==> src/rtl/pdm_pkg.sv <==
// Shared types and helpers for the PDM capture block.
// No logic; width derivation and FSM encoding only.
package pdm_pkg;

    localparam int IDX_W = 15;

    typedef enum logic {
        ST_IDLE = 1'b0,
        ST_RUN  = 1'b1
    } state_t;

    function automatic int clog2(input int value);
        int r;
        r = 0;
        while ((1 << r) < value) r++;
        return r;
    endfunction

    // Ones-count of DECIM bits ranges 0..DECIM inclusive.
    function automatic int acc_width(input int decim);
        return clog2(decim + 1);
    endfunction

endpackage

==> src/rtl/pdm_clk_gen.sv <==
// PDM clock divider: pdm_clk high for the first half of each CLK_DIV period, strobe on the last cycle.
// Latency: strobe CLK_DIV-1 cycles after run starts; no backpressure, free-running while run is held.
module pdm_clk_gen
    import pdm_pkg::*;
#(
    parameter int CLK_DIV = 4
) (
    input  logic clk,
    input  logic rst,
    input  logic run_q,
    input  logic run_d,
    output logic pdm_clk,
    output logic strobe
);

    localparam int DIV_W = clog2(CLK_DIV);
    localparam logic [DIV_W-1:0] DIV_LAST = DIV_W'(CLK_DIV - 1);
    localparam logic [DIV_W-1:0] DIV_HALF = DIV_W'(CLK_DIV / 2);

    logic [DIV_W-1:0] div_q, div_d;
    logic             pdm_clk_q, pdm_clk_d;

    // The divider only advances across consecutive RUN cycles, so a fresh run always starts at 0.
    always_comb begin
        div_d = '0;
        if (run_d && run_q) begin
            div_d = (div_q == DIV_LAST) ? '0 : div_q + DIV_W'(1);
        end
        pdm_clk_d = run_d && (div_d < DIV_HALF);
    end

    always_ff @(posedge clk) begin
        if (rst) begin
            div_q     <= '0;
            pdm_clk_q <= 1'b0;
        end else begin
            div_q     <= div_d;
            pdm_clk_q <= pdm_clk_d;
        end
    end

    assign pdm_clk = pdm_clk_q;
    assign strobe  = run_q && (div_q == DIV_LAST);

endmodule

==> src/rtl/pdm_capture.sv <==
// PDM capture: drives indx/pdm_clk, ones-counts DECIM bits per channel into PCM words. PDM_CAPTURE_FRAME_CNT_EN adds frame_cnt.
// Latency: result valid 1 cycle after the frame's last strobe; no backpressure, unaccepted results are overwritten (overrun).
module pdm_capture
    import pdm_pkg::*;
#(
    parameter int  CHANNELS  = 8,
    parameter int  NLINEFILE = 32768,
    parameter int  CLK_DIV   = 4,
    parameter int  DECIM     = 64,
    localparam int ACC_W     = acc_width(DECIM)
) (
    input  logic                      clk,
    input  logic                      rst,
    input  logic                      enable,
    output logic                      pdm_clk,
    output logic [IDX_W-1:0]          indx,
    input  logic [CHANNELS-1:0]       pdm_data,
    output logic [CHANNELS*ACC_W-1:0] pcm_data,
    output logic                      pcm_valid,
    input  logic                      pcm_ready,
    output logic                      wrap,
`ifdef PDM_CAPTURE_FRAME_CNT_EN
    output logic [15:0]               frame_cnt,
`endif
    output logic                      overrun
);

    localparam logic [IDX_W-1:0] IDX_LAST = IDX_W'(NLINEFILE - 1);
    localparam logic [ACC_W-1:0] BIT_LAST = ACC_W'(DECIM - 1);

    state_t                    state_q, state_d;
    logic [IDX_W-1:0]          indx_q, indx_d;
    logic                      wrap_q, wrap_d;
    logic [ACC_W-1:0]          bit_cnt_q, bit_cnt_d;
    logic [CHANNELS*ACC_W-1:0] pcm_data_q, pcm_data_d;
    logic                      pcm_valid_q, pcm_valid_d;
    logic                      overrun_q, overrun_d;
    logic [CHANNELS*ACC_W-1:0] sum_all;
    logic                      run_q, run_d, strobe, last_bit;

    assign state_d  = enable ? ST_RUN : ST_IDLE;
    assign run_q    = (state_q == ST_RUN);
    assign run_d    = (state_d == ST_RUN);
    assign last_bit = strobe && (bit_cnt_q == BIT_LAST);

    pdm_clk_gen #(.CLK_DIV(CLK_DIV)) u_clk_gen (
        .clk     (clk),
        .rst     (rst),
        .run_q   (run_q),
        .run_d   (run_d),
        .pdm_clk (pdm_clk),
        .strobe  (strobe)
    );

    for (genvar n = 0; n < CHANNELS; n++) begin : g_lane
        logic [ACC_W-1:0] acc_q, acc_d;

        assign sum_all[n*ACC_W +: ACC_W] = acc_q + ACC_W'(pdm_data[n]);

        always_comb begin
            acc_d = acc_q;
            if (!run_d || last_bit) begin
                acc_d = '0;
            end else if (strobe) begin
                acc_d = sum_all[n*ACC_W +: ACC_W];
            end
        end

        always_ff @(posedge clk) begin
            if (rst) acc_q <= '0;
            else     acc_q <= acc_d;
        end
    end

    always_comb begin
        indx_d      = indx_q;
        wrap_d      = 1'b0;
        bit_cnt_d   = bit_cnt_q;
        pcm_data_d  = pcm_data_q;
        pcm_valid_d = pcm_valid_q && !pcm_ready;
        overrun_d   = overrun_q;
        if (strobe) begin
            wrap_d = (indx_q == IDX_LAST);
            indx_d = (indx_q == IDX_LAST) ? '0 : indx_q + IDX_W'(1);
        end
        if (!run_d) begin
            bit_cnt_d = '0;
        end else if (strobe) begin
            bit_cnt_d = last_bit ? '0 : bit_cnt_q + ACC_W'(1);
        end
        // A result landing on an unaccepted one replaces it; same-cycle accept is not an overrun.
        if (last_bit) begin
            pcm_data_d  = sum_all;
            pcm_valid_d = 1'b1;
            if (pcm_valid_q && !pcm_ready) overrun_d = 1'b1;
        end
    end

    always_ff @(posedge clk) begin
        if (rst) begin
            state_q     <= ST_IDLE;
            indx_q      <= '0;
            wrap_q      <= 1'b0;
            bit_cnt_q   <= '0;
            pcm_data_q  <= '0;
            pcm_valid_q <= 1'b0;
            overrun_q   <= 1'b0;
        end else begin
            state_q     <= state_d;
            indx_q      <= indx_d;
            wrap_q      <= wrap_d;
            bit_cnt_q   <= bit_cnt_d;
            pcm_data_q  <= pcm_data_d;
            pcm_valid_q <= pcm_valid_d;
            overrun_q   <= overrun_d;
        end
    end

`ifdef PDM_CAPTURE_FRAME_CNT_EN
    logic [15:0] frame_cnt_q, frame_cnt_d;

    assign frame_cnt_d = frame_cnt_q + 16'((pcm_valid_q && pcm_ready) ? 1 : 0);

    always_ff @(posedge clk) begin
        if (rst) frame_cnt_q <= '0;
        else     frame_cnt_q <= frame_cnt_d;
    end

    assign frame_cnt = frame_cnt_q;
`endif

    assign indx      = indx_q;
    assign wrap      = wrap_q;
    assign pcm_data  = pcm_data_q;
    assign pcm_valid = pcm_valid_q;
    assign overrun   = overrun_q;

endmodule

==> config.mk <==
export PLATFORM = sky130hd
export DESIGN_NAME = pdm_capture
export DESIGN_NICKNAME = d
export VERILOG_FILES = /design/src/rtl/pdm_pkg.sv /design/src/rtl/pdm_clk_gen.sv /design/src/rtl/pdm_capture.sv
export SDC_FILE = /design/constraint.sdc
export NUM_CORES = 1
export LEC_CHECK = 0
export BUFFER_PORTS_ARGS = -buffer_cell sky130_fd_sc_hd__buf_2
export CAP_MARGIN = 25
export CORE_ASPECT_RATIO = 1.2
export CORE_MARGIN = 1
export CORE_UTILIZATION = 45
export DETAILED_ROUTE_END_ITERATION = 12
export PLACE_DENSITY = 0.65
export RECOVER_POWER = 50
export SYNTH_ARGS = -nofsm -noshare
export SYNTH_HDL_FRONTEND = slang
export SYNTH_HIERARCHICAL = 1
export SYNTH_SLANG_ARGS = --single-unit
==> constraint.sdc <==
create_clock -name clk -period 3.04 [get_ports clk]
set_input_delay 0.456 -clock clk [delete_from_list [all_inputs] [get_ports clk]]
set_output_delay 0.456 -clock clk [all_outputs]
set_load 0.1 [all_outputs]
* Yosys cells after proc, flatten, opt, wreduce, memory -nomap -nowiden
Index checks and enable logic that the tools add are counted.
** Cells by class
- $add $sub $neg :: 11
- Muxes and demuxes :: 6
- Reductions and logical operators :: 12
- Eq/ne operators :: 3
- Order comparisons :: 1
- Bitwise operators :: 2
** Operators with widths (number)
- $add A7 B1 Y7 :: 8
- $add A15 B1 Y15 const B :: 1
- $eq A15 B15 Y1 const B :: 1
- $mux W15 :: 1
- $add A7 B1 Y7 const B :: 1
- $eq A7 B6 Y1 const B :: 1
- $mux W7 :: 1
- $reduce_or A2 Y1 :: 3
- $logic_and A1 B1 Y1 :: 5
- $mux W2 :: 2
- $add A2 B1 Y2 const B :: 1
- $eq A2 B2 Y1 const B :: 1
- $logic_not A1 Y1 :: 2
- $lt A2 B2 Y1 const B :: 1
- $mux W1 :: 2
- $not A1 Y1 :: 2
- $reduce_and A2 Y1 :: 1
- $logic_or A1 B1 Y1 :: 1
** Word-level totals
- Output and inout bits :: 75
- Flip-flop bits (word level) :: 141

* Depth between registers and ports, before layout
- Word-level depth :: 5
- Mapped depth :: 9

* Cells and area by module
The synthesis kept the hierarchy.
** Modules (own cells, without submodules)
- pdm_capture :: cells each 648, times used 1, area each 5901.9 sq um
- pdm_clk_gen :: cells each 10, times used 1, area each 128.9 sq um

* Worst setup path after synthesis
No wires, ideal clock.
- Path kind :: register -> register
- From :: reg indx_q[0], in the netlist indx[0]
- To :: reg indx_q[8], in the netlist indx[8]
- Arrival time :: 2228 ps
- Library setup time :: 70 ps
- Path slack :: 742 ps
- Path buffers :: 0
- Stages on the path, launching flop included :: 5
- Clock period less this slack :: 2298 ps
- Data required time :: 2970 ps
- Cells stage by stage :: dfxtp_1 > ha_1 > nand4_2 > or3_2 > a21oi_1
** On the way
- Cells in the longest elaborated chain, start to end :: 2
- Elaborated cells between the ends (all ways) :: 3
- Classes of those cells :: 1 x add/sub; 1 x eq/ne; 1 x mux
** RTL lines
- start: declaration :: RTL line pdm_capture.sv:32 : logic [IDX_W-1:0] indx_q, indx_d;
- start signal: assignment :: RTL line pdm_capture.sv:110 : indx_q <= indx_d;
- $add A15 B1 Y15 or $eq A15 B15 Y1 (tied branches) :: RTL line pdm_capture.sv:84 : indx_d = (indx_q == IDX_LAST) ? '0 : indx_q + IDX_W'(1);
- $mux W15 * :: RTL line pdm_capture.sv:84
Every way passes the cells marked *; elsewhere a longest branch is shown, timed or not.
A chain may end at the register's enable or synchronous reset.

* Worst setup path after layout
- From :: reg indx_q[4], in the netlist indx[4]
- To :: reg indx_q[13], in the netlist indx[13]
The elaborated chain is that of the path after synthesis.

==> run_results.csv <==
group,metric,value,unit
outcome,outcome,"finished clean",
layout,final_common_cell,"dfxtp_1",
power,leakagePower,2.32,nW
routing,drt_iter0_markers,215,
die,rows,45,
routing,firstDrtPassIters,4,
power,powerDensity,553,mW/mm^2
sta,setup_viol,0,
clock_tree,holdBufCountCts,0,
clock_tree,cts_setup_buffers,0,
clock_tree,path_clk_slew,0.06,ns
clock_tree,clock_path_buffers,2,
clock_tree,htree_levels,4,
clock_tree,clkSinkCount,141,
worst_setup_path,crit_type,"flip-flop to flip-flop",
layout,nets,759,
layout,n_fill_cell,1201,
die,top_level_ports,87,
routing,wl_per_cell,13.3,um
clock_tree,cts_made_buffers,17,
sta,post-route-period-util,76.1,%
global_routing,grtUsageTotal,18.5,%
placed_design,hpwl,7840,um
worst_setup_path,slowest_delay,0.67,ns
sta,setup_tns,0,ns
layout,antenna_cells,0,
synthesis,synth.avg_cell_area,9.17,sq um
synthesis,syn-instance-count,658,
sta,report.final.slew_viol_count,0,
sta,fmax,432,MHz
synthesis,synthArstFlopShare,0,%
clock_tree,cts_resized,0,
worst_setup_path,crit_chain,"nand4_1 -> or4_1 -> o21bai_1 -> nor2_1",
routing,drtAntennaViolNets,0,
global_routing,grt_pass1_wl,20200,um
worst_setup_path,required,3.31,ns
clock_tree,cts_tree,"done",
sta,finalCriticalPeriod,2.31,ns
routing,routed_wl,12000,um
placed_design,gp_congestion,0.803,
synthesis,synth_warnings,6,
worst_setup_path,cp_max_fo,9,
die,die_h,129,um
die,coreArea,0.0128,sq mm
layout,syn_to_final_growth,15.1,%
routing,drc,0,
worst_setup_path,arrival,2.58,ns
clock_tree,root_buffer,"clkbuf_16",
layout,postLayoutCoreUtil,54.1,%
sta,hold_violations,0,
placed_design,port-buffer-count,86,
synthesis,synth-edff-count,0,
power,irDropWorstVdd,0.322,mV
routing,vias_per_cell,5.10,
synthesis,synth_area,0.00603,sq mm
clock_tree,clkLatencyLatePin,0.41,ns
die,die-area,0.0139,sq mm
die,initial_utilization,47.0,%
sta,tightest_slew,1.42,ns
synthesis,ys_seq_elements,141,
synthesis,synth_nets,689,
sta,clock_skew,0.00885,ns
routing,vias,4614,
worst_setup_path,start_kind,"flip-flop",
die,die_w,108,um
synthesis,ys_seq_area_share,46.8,%
global_routing,grt_pass1_vias,4364,
synthesis,synth.distinct_cells,36,
layout,drive_above_1_share,7.29,%
global_routing,grt_remaining_overflow,0,
worst_setup_path,slowest_stage,"or4_1",
synthesis,ys.flop_type,"dfxtp_1",
sta,rsz0062_at_grt,"false",
global_routing,antenna_found_initial,0,
run,cap_viol_max_count,0,
worst_setup_path,crit_path_end_kind,"flip-flop",
layout,mostFrequentLayoutCells,"141 x dfxtp_1, 122 x nor2_1, 76 x clkbuf_1",
global_routing,grt_max_degree,72,
hold_path,hp-class,"primary input to flip-flop",
sta,slew_headroom,5.01,%
==> final timing paths <==
kind / startpoint / end / slack [ns] / cells after the start
worst max-delay path: indx[4]$_SDFFE_PP0P_ / indx[13]$_SDFFE_PP0P_ / 0.73 / 4
worst min-delay path: pcm_ready / pcm_valid$_SDFF_PP0_ / 0.35 / 3
worst max register to register: indx[4]$_SDFFE_PP0P_ / indx[13]$_SDFFE_PP0P_ / 0.73 / 4
worst min register to register: pcm_data[35]$_SDFFE_PP0P_ / pcm_data[35]$_SDFFE_PP0P_ / 0.46 / 2
==> cell type report <==
class | instances | area, sq um | share of cell area (%)
timing repair buffer | 93 | 399 | 5.75
multi-input combinational | 471 | 2940 | 42.3
inverter | 4 | 15.0 | 0.216
clock buffer | 19 | 443 | 6.38
sequential | 141 | 2820 | 40.7
clock inverter | 13 | 118 | 1.69
tap | 164 | 205 | 2.96
==> worst max-delay path, delay by kind of cell (launching register included) <==
family             cells  cell delay [ns]
and+or+nand+nor        3             1.12
AOI/OAI and AO/OA      1             0.61
DFF                    1             0.44
==> routing by layer <==
| metal | part of all wire [%] | vias up | GRT usage [%] |
|---|---|---|---|
| li1 | - | 2380 | - |
| met1 | 44 | 2130 | 21.6 |
| met2 | 50 | 94 | 32.5 |
| met3 | 4.7 | 10 | 5.47 |
| met4 | 0.99 | 0 | 5.56 |
| met5 | 0 | - | 0 |
==> sequential cells by signal (all words and copies together) (netlist names) <==
register / flops
g_lane.acc_q: 56
u_clk_gen/div_q: 2
indx: 15
pcm_data: 56
u_clk_gen/pdm_clk: 1
wrap: 1
run_q: 1
overrun: 1
pcm_valid: 1
bit_cnt_q: 7
==> cell usage after synthesis, types with 2 or more instances <==
cell type | count | area share [%]
nor3_1 | 3 | 0.25
and3_1 | 12 | 1.2
buf_4 | 6 | 0.75
dfxtp_1 | 141 | 47
nand3_1 | 30 | 2.5
a211oi_1 | 40 | 5.0
nand2b_1 | 3 | 0.31
buf_2 | 16 | 1.3
nand4_1 | 27 | 2.8
clkbuf_1 | 17 | 1.1
mux2i_1 | 17 | 2.8
ha_1 | 19 | 3.9
inv_1 | 4 | 0.25
nor4_1 | 6 | 0.62
buf_6 | 2 | 0.37
xnor2_1 | 31 | 4.5
xor2_1 | 66 | 9.6
a21oi_1 | 21 | 1.7
nand2_1 | 59 | 3.7
nor2_1 | 122 | 7.6
==> where the power goes <==
group | leakage (nW) | total [mW] | internal (mW) | switching, mW
clock network | 0.262 | 1.93 | 1.15 | 0.786
registers | 1.14 | 1.85 | 1.85 | 0.00115
logic | 0.921 | 0.0567 | 0.0136 | 0.0431
total | 2.32 | 3.84 | 3.01 | 0.831
==> metrics by stage <==
step | cells | instance area, sq um | setup WS (ns) | total power [mW] | hold WS [ns]
after CTS | 905 | 7080 | 0.720 | 3.89 | 0.320
after global routing | 905 | 6940 | 0.526 | 3.99 | 0.366
after detailed placement | 873 | 6520 | 0.721 | 1.95 | 0.449
after global placement | 873 | 6520 | 0.797 | 1.95 | 0.447
final | 905 | 6940 | 0.727 | 3.84 | 0.351
after floorplan | 658 | 6030 | 0.742 | 1.93 | 0.439
==> logic make-up (layout without fill, tap and decap cells) <==
logic type | after synthesis | count (layout) | synth area share, %
AO/OA/AOI/OAI | 65 | 65 | 7.41
AND/OR/NAND/NOR | 273 | 273 | 21.1
adder cells (fa/ha/maj) | 19 | 19 | 3.94
buffers and inverters | 46 | 129 | 3.84
flip-flops | 141 | 141 | 46.8
XOR/XNOR | 97 | 97 | 14.1
multiplexers | 17 | 17 | 2.82
Power figures use the tool's default switching activity.
